File: src/rtl/hs_fifo_mcsfifo.sv
// Multi-channel synchronous FIFO: CH_NUM queues behind one write port, drained by a
// round-robin show-ahead read port. Define HS_FIFO_MCSFIFO_LEVEL_EN to add the level output.
module hs_fifo_mcsfifo #(
   parameter type          DATA_TYPE        = logic [15:0],
   parameter int unsigned  FIFO_DEPTH       = 32,
   parameter int unsigned  CH_NUM           = 4,
   parameter int unsigned  ALMOST_FULL_LVL  = FIFO_DEPTH,
   parameter int unsigned  ALMOST_EMPTY_LVL = 0,
   parameter bit           EN_PACKET_MODE   = 1'b0,
   localparam int unsigned DW               = $bits(DATA_TYPE),
   localparam int unsigned CW               = (CH_NUM > 2) ? $clog2(CH_NUM) : 1,
   localparam int unsigned CNTW             = $clog2(FIFO_DEPTH) + 1
) (
   input  logic                   clk,
   input  logic                   rst,
   input  logic                   s_valid,
   output logic                   s_ready,
   input  logic [CW-1:0]          s_chan,
   input  DATA_TYPE               s_data,
   input  logic                   s_last,
   output logic                   m_valid,
   input  logic                   m_ready,
   output logic [CW-1:0]          m_chan,
   output DATA_TYPE               m_data,
   output logic                   m_last,
   output logic [CH_NUM-1:0]      full,
   output logic [CH_NUM-1:0]      empty,
   output logic [CH_NUM-1:0]      almost_full,
   output logic [CH_NUM-1:0]      almost_empty,
`ifdef HS_FIFO_MCSFIFO_LEVEL_EN
   output logic [CH_NUM*CNTW-1:0] level,
`endif
   output logic                   chan_err
);

   localparam int unsigned AW = $clog2(FIFO_DEPTH);

   typedef logic [DW:0] word_t;

   word_t             r_mem    [CH_NUM][FIFO_DEPTH];
   logic [AW-1:0]     r_wr_ptr [CH_NUM];
   logic [AW-1:0]     r_rd_ptr [CH_NUM];
   logic [CNTW-1:0]   r_cnt    [CH_NUM];
   logic [CNTW-1:0]   w_cnt_d  [CH_NUM];

   logic [CW-1:0]     r_rr_ptr, r_hold_ch;
   logic              r_hold, r_lock, r_chan_err;
   logic [CH_NUM-1:0] r_full, r_empty, r_afull, r_aempty;

   logic [CW-1:0]     w_scan, w_gnt, w_next;
   logic              w_found, w_gnt_ne, w_oor, w_full_sel, w_wr, w_valid, w_pop;
   logic [CH_NUM-1:0] w_ne, w_wr_sel, w_pop_sel;
   word_t             w_word;

   // Write side: out-of-range channels are always accepted and then dropped.
   always_comb begin
      w_oor      = 32'(s_chan) >= CH_NUM;
      w_full_sel = 1'b0;
      for (int c = 0; c < CH_NUM; c++) begin
         if (s_chan == CW'(c)) w_full_sel = r_full[c];
      end
      s_ready = !rst && (w_oor || !w_full_sel);
      w_wr    = s_valid && s_ready && !w_oor;
   end

   always_comb begin
      w_scan  = r_rr_ptr;
      w_found = 1'b0;
      for (int i = 0; i < CH_NUM; i++) begin
         w_ne[i] = (r_cnt[i] != '0);
      end
      for (int i = 0; i < CH_NUM; i++) begin
         if (!w_found && w_ne[(32'(r_rr_ptr) + 32'(i)) % CH_NUM]) begin
            w_scan  = CW'((32'(r_rr_ptr) + 32'(i)) % CH_NUM);
            w_found = 1'b1;
         end
      end
   end

   // A held grant always points at a non-empty channel, so w_gnt_ne doubles as m_valid.
   always_comb begin
      if (r_hold)                        w_gnt = r_hold_ch;
      else if (EN_PACKET_MODE && r_lock) w_gnt = r_rr_ptr;
      else                               w_gnt = w_scan;
      w_gnt_ne = 1'b0;
      w_word   = '0;
      for (int c = 0; c < CH_NUM; c++) begin
         if (w_gnt == CW'(c)) begin
            w_gnt_ne = w_ne[c];
            w_word   = r_mem[c][r_rd_ptr[c]];
         end
      end
      w_valid = w_gnt_ne;
      w_pop   = w_valid && m_ready;
      w_next  = CW'((32'(w_gnt) + 32'd1) % CH_NUM);
      for (int c = 0; c < CH_NUM; c++) begin
         w_wr_sel[c]  = w_wr && (s_chan == CW'(c));
         w_pop_sel[c] = w_pop && (w_gnt == CW'(c));
         w_cnt_d[c]   = r_cnt[c] + CNTW'(w_wr_sel[c]) - CNTW'(w_pop_sel[c]);
      end
   end

   always_ff @(posedge clk) begin
      for (int c = 0; c < CH_NUM; c++) begin
         if (w_wr_sel[c]) r_mem[c][r_wr_ptr[c]] <= {s_last, s_data};
      end
   end

   always_ff @(posedge clk or posedge rst) begin
      if (rst) begin
         for (int c = 0; c < CH_NUM; c++) begin
            r_wr_ptr[c] <= '0;
            r_rd_ptr[c] <= '0;
            r_cnt[c]    <= '0;
            r_full[c]   <= 1'b0;
            r_empty[c]  <= 1'b1;
            r_afull[c]  <= (ALMOST_FULL_LVL == 0);
            r_aempty[c] <= 1'b1;
         end
         r_rr_ptr   <= '0;
         r_hold_ch  <= '0;
         r_hold     <= 1'b0;
         r_lock     <= 1'b0;
         r_chan_err <= 1'b0;
      end else begin
         for (int c = 0; c < CH_NUM; c++) begin
            if (w_wr_sel[c])  r_wr_ptr[c] <= r_wr_ptr[c] + AW'(1);
            if (w_pop_sel[c]) r_rd_ptr[c] <= r_rd_ptr[c] + AW'(1);
            r_cnt[c]    <= w_cnt_d[c];
            r_full[c]   <= (32'(w_cnt_d[c]) == FIFO_DEPTH);
            r_empty[c]  <= (w_cnt_d[c] == '0);
            r_afull[c]  <= (32'(w_cnt_d[c]) >= ALMOST_FULL_LVL);
            r_aempty[c] <= (32'(w_cnt_d[c]) <= ALMOST_EMPTY_LVL);
         end
         r_chan_err <= s_valid && s_ready && w_oor;
         if (w_pop) begin
            r_hold <= 1'b0;
            if (EN_PACKET_MODE && !w_word[DW]) begin
               r_lock   <= 1'b1;
               r_rr_ptr <= w_gnt;
            end else begin
               r_lock   <= 1'b0;
               r_rr_ptr <= w_next;
            end
         end else if (w_valid) begin
            r_hold    <= 1'b1;
            r_hold_ch <= w_gnt;
         end
      end
   end

   assign m_valid      = w_valid;
   assign m_chan       = w_valid ? w_gnt : '0;
   assign m_data       = w_valid ? DATA_TYPE'(w_word[DW-1:0]) : '0;
   assign m_last       = w_valid && w_word[DW];
   assign full         = r_full;
   assign empty        = r_empty;
   assign almost_full  = r_afull;
   assign almost_empty = r_aempty;
   assign chan_err     = r_chan_err;

`ifdef HS_FIFO_MCSFIFO_LEVEL_EN
   for (genvar c = 0; c < CH_NUM; c++) begin : g_level
      assign level[c*CNTW +: CNTW] = r_cnt[c];
   end
`endif

endmodule
File: config.mk
export PLATFORM = sky130hd
export DESIGN_NAME = hs_fifo_mcsfifo
export DESIGN_NICKNAME = d
export VERILOG_FILES = /design/src/rtl/hs_fifo_mcsfifo.sv
export SDC_FILE = /design/constraint.sdc
export NUM_CORES = 2
export LEC_CHECK = 0
export CORE_MARGIN = 2
export CORE_UTILIZATION = 53
export CTS_CLUSTER_DIAMETER = 60
export DETAILED_ROUTE_END_ITERATION = 10
export MAX_ROUTING_LAYER = met4
export PLACE_DENSITY_LB_ADDON = 0.08
export SLEW_MARGIN = 20
export SYNTH_ARGS = -nofsm -noshare
export SYNTH_HDL_FRONTEND = slang
export SYNTH_SLANG_ARGS = --single-unit
export TNS_END_PERCENT = 1
File: constraint.sdc
create_clock -name clk -period 5.25 [get_ports clk]
set_clock_uncertainty 0.05 [all_clocks]
set_input_delay 1.05 -clock clk [delete_from_list [all_inputs] [get_ports clk]]
set_output_delay 1.05 -clock clk [all_outputs]
set_load 0.005 [all_outputs]
==> summary.md <==
| Metric | Value |
|---|---|
| Status | `finished with violations` |
| Failing checks | `negative setup slack` |
| Critical Path Source Type | `register` |
| Die X | `just over 400 um` |
| Fin crit period | `5.40 ns` |
| Input/output buffers | `59` |
| DRT iter0 DRCs | `4,884` |
| Final ANT Viol Nets | `0` |
| Synth Flop Type | `edfxtp_1` |
| Post-synth EDFFs | `2,176` |
| Tightest Pin Transition | `1.06 ns` |
| Post-DP HPWL | `136,000 um` |
| CP Cell Sequence | `inv_2 > ha_2 > nor4bb_4 > buf_4 > a21oi_2 > o21ai_1 > o211ai_1 > o21a_1 > inv_2 > ha_2 > buf_6 > nand2b_4 > buf_6 > buf_12 > buf_4 > nor4_4 > nor4_4 > buf_4 > o21a_4 > o22ai_2 > buf_6 > buf_6` |
| Rows | `roughly 150` |
| Mapped Avg Cell Area | `21.3 um^2` |
| Fmax | `roughly 190 MHz` |
| Via count | `approximately 43,000` |
| DRC Markers | `0` |
| Final #Nets | `4,717` |
| Critical R2R Launch | `r_cnt[22]` |
| Worst skew pair latency | `between 0.8 and 0.9 ns` |
| Post-Route Utilization | `61.9%` |
| Fin. max-slew vios | `0` |
| Gate Count Post-Synth | `4,132` |
| Final hold vios | `0` |
| CP dominant cell by count | `buf_6` |
| Filler cells | `11,500` |
| Initial antenna violation count | `10` |
| Arr. time, crit path | `4.30 ns` |
| Hold Path Sink | `r_cnt[0]` |
| Hold depth | `1` |
| First-pass GRT wire length | `313,000 um` |
| Part of the Yosys area used for sequential elements | `approximately three quarters` |
| Setup violations, final | `15` |
| Total CTS buffers | `around 230` |
| Final Instance Area | `0.102 mm^2` |
| Via density | `6.18` |
| RR Endpoint | `full[1]` |
| I/O pins | `between 60 and 70` |
| Placeable Area | `approximately 0.16 mm^2` |
| Asr flop ratio synth | `~3.6%` |
| Largest net degree at the start of global routing | `78` |
| Final WL | `about 220,000 um` |
| CTS root buffer | `clkbuf_16` |
| WL met3 | `14,400 um` |
| Worst Path Buf+Inv | `10` |
| Post-CTS Hold Fix Bufs | `0` |
| Top sig layer | `met4` |
| WL/cell | `30.9 um` |
| HP Class | `register to register` |
| CTS tree | `built` |
| RSZ-0062 raised after global routing | `true` |
| Reg2reg setup slack | `0.29 ns` |
| Min-delay src | `r_cnt[0]` |
| Syn_nets | `4,215` |
| Reg2Reg Depth | `25` |
| DP Area | `0.0934 mm^2` |
| Total gr overflow | `0` |
| Number of max-cap violations | `0` |
| Vias in the first global route | `about 43,000` |
| Worst path max stage delay | `0.37 ns` |
| RePlAce Congestion | `around 0.90` |
| Max H-tree Level | `4` |
| Fin cells | `7,016` |
| Yosys Warn Count | `0` |
| DP Cell Count | `6,573` |
| Fraction of layout cells with a size suffix above 1 | `approximately 32%` |
| Chip height | `411 um` |
| Period utilization | `103%` |
| GR Util All Layers | `26.7%` |
| Commonest cells after routing, fill and taps aside | `edfxtp_1 (2,176), mux4_2 (502), buf_4 (413), clkbuf_16 (230), nor2_1 (167)` |
| Final worst setup slack | `-0.151 ns` |
| Post-synth cell types | `74` |
| CP top delay family | `buffers and inverters` |
| WS Path Type | `register to output pin` |
| Met2 WL | `~100,000 um` |
| Setup total negative slack | `-1.27 ns` |
| Total power | `54,900 uW` |
| Wl on met1 | `93,500 um` |
| Crit-path max FO | `8` |
| Clk buf depth | `3` |
| Drt first pass iters | `6` |
| Post-synthesis sequential element count | `2,257` |
| Die Area | `0.169 mm^2` |
| Worst setup EP type | `output pin` |
| Synthesized cell area | `0.0879 mm^2` |
| Slowest stage cell, crit path | `dfrtp_1` |
| Layout area overhead | `16.0%` |
| Initial Util | `53.4%` |
| Max-slew headroom | `29.2%` |
| CP Data Required Time | `4.15 ns` |
| Peak VDD IR | `around 0.43 mV` |
| Leak | `0.0327 uW` |
| Commonest non-fill, non-tap cell in the layout | `edfxtp_1` |
| Clock-pin transition on the worst setup and hold timing paths | `0.06 ns` |
| Sink Count | `2,257` |
| PwrDens | `539 mW/mm^2` |
-- how the worst max path moves through the flow --
| stage | from | to | slack, ns | depth (start not counted) |
|---|---|---|---|---|
| floorplan | r_cnt[22] | full[1] | 0.63 | 23 |
| global placement | r_cnt[14] | m_data[12] | -0.40 | 17 |
| detailed placement | r_cnt[16] | m_data[12] | -0.39 | 17 |
| CTS | r_cnt[21] | m_data[12] | -0.27 | 17 |
| global route | r_cnt[23] | m_data[3] | -0.34 | 17 |
| finish | r_cnt[22] | m_data[9] | -0.15 | 22 |
-- cell type report --
class | instances | area, um^2 | share of cell area (%)
flip-flops and latches | 2257 | 67400 | 66.1
clock buffers | 302 | 6090 | 5.97
clock inverters | 118 | 942 | 0.924
multi-input cells | 1598 | 20400 | 20.0
well taps | 2189 | 2740 | 2.69
inverters | 52 | 198 | 0.194
repair buffers | 499 | 4210 | 4.13
diodes | 1 | 2.50 | 0.00245
-- routing by layer --
metal | global-route usage (%) | vias up
met5 | - | -
met4 | 7.05 | 0
met3 | 3.81 | 298
met2 | 40.2 | 1587
met1 | 39.0 | 23200
li1 | - | 18200
-- timing repair --
| item | CTS | global route |
|---|---|---|
| buffers inserted | 22 | 3 |
| endpoints found under the setup margin | 20 | 21 |
| pin swaps | 61 | 27 |
| hold endpoints to repair | 0 | 0 |
| cloned | 1 | 0 |
| gates resized for setup | 272 | 33 |
-- synthesized netlist by cell type, drive strengths merged (31+ instances only) --
cell type	instances	area [um^2]
buf	138	975
o22ai	126	788
mux2i	105	1050
mux2	65	732
ha	56	701
a211oi	37	308
nor2b	31	194
xnor2	32	280
nor4	41	257
inv	51	191
mux4	502	11300
nand2	57	214
dfrtp	77	1930
edfxtp	2176	65300
clkbuf	87	330
nor2	201	754
o21ai	44	220
a21oi	31	155
-- registers in the layout (all words and copies together) (netlist names) --
signal / flops
empty: 2
r_rd_ptr: 20
full: 4
almost_empty: 2
r_wr_ptr: 20
almost_full: 4
r_cnt: 24
r_rr_ptr: 2
r_hold_ch: 2
r_mem: 2176
r_hold: 1
-- worst reg2reg max path, cell delays in order, from the launching register on --
cell      delay [ns]
dfrtp_1         0.37
inv_2           0.06
ha_2            0.17
nor4bb_4        0.27
buf_4           0.17
a21oi_2         0.05
o21ai_1         0.14
o211ai_1        0.11
o21a_1          0.21
buf_6           0.15
ha_4            0.16
nor2b_4         0.13
a221oi_2        0.28
o31a_1          0.30
buf_12          0.18
inv_2           0.07
and3_1          0.22
ha_1            0.22
inv_1           0.06
ha_1            0.22
a21o_1          0.18
a21oi_1         0.23
o21bai_1        0.09
a21oi_1         0.26
xor2_1          0.25
nor4b_1         0.26
-- stage by stage --
stage                     setup WS [ns]  hold slack [ns]
after global routing             -0.340            0.505
after floorplan                   0.625            0.409
after CTS                        -0.272            0.464
final                            -0.151            0.466
after global placement           -0.399            0.452
after detailed placement         -0.394            0.455
-- power breakdown --
part	leakage (uW)	total, uW	switching, uW	internal, uW
sequential	0.0205	21100	860	20200
combinational	0.00877	18600	10100	8530
clock	0.00344	15300	6620	8700
total	0.0327	54900	17500	37400
-- kinds of logic (layout without fill, tap and decap cells) --
| logic type | Yosys count | in the layout | share of synthesized area, % |
|---|---|---|---|
| flops | 2257 | 2257 | 76.6 |
| fa+ha+maj | 60 | 60 | 0.888 |
| compound gates | 356 | 356 | 2.79 |
| other cells | 1 | 2 | 0.00426 |
| simple gates | 457 | 457 | 2.59 |
| mux | 672 | 672 | 14.9 |
| xor+xnor | 52 | 52 | 0.518 |
| buf+inv | 277 | 971 | 1.71 |
Power figures use the tool's default switching activity.
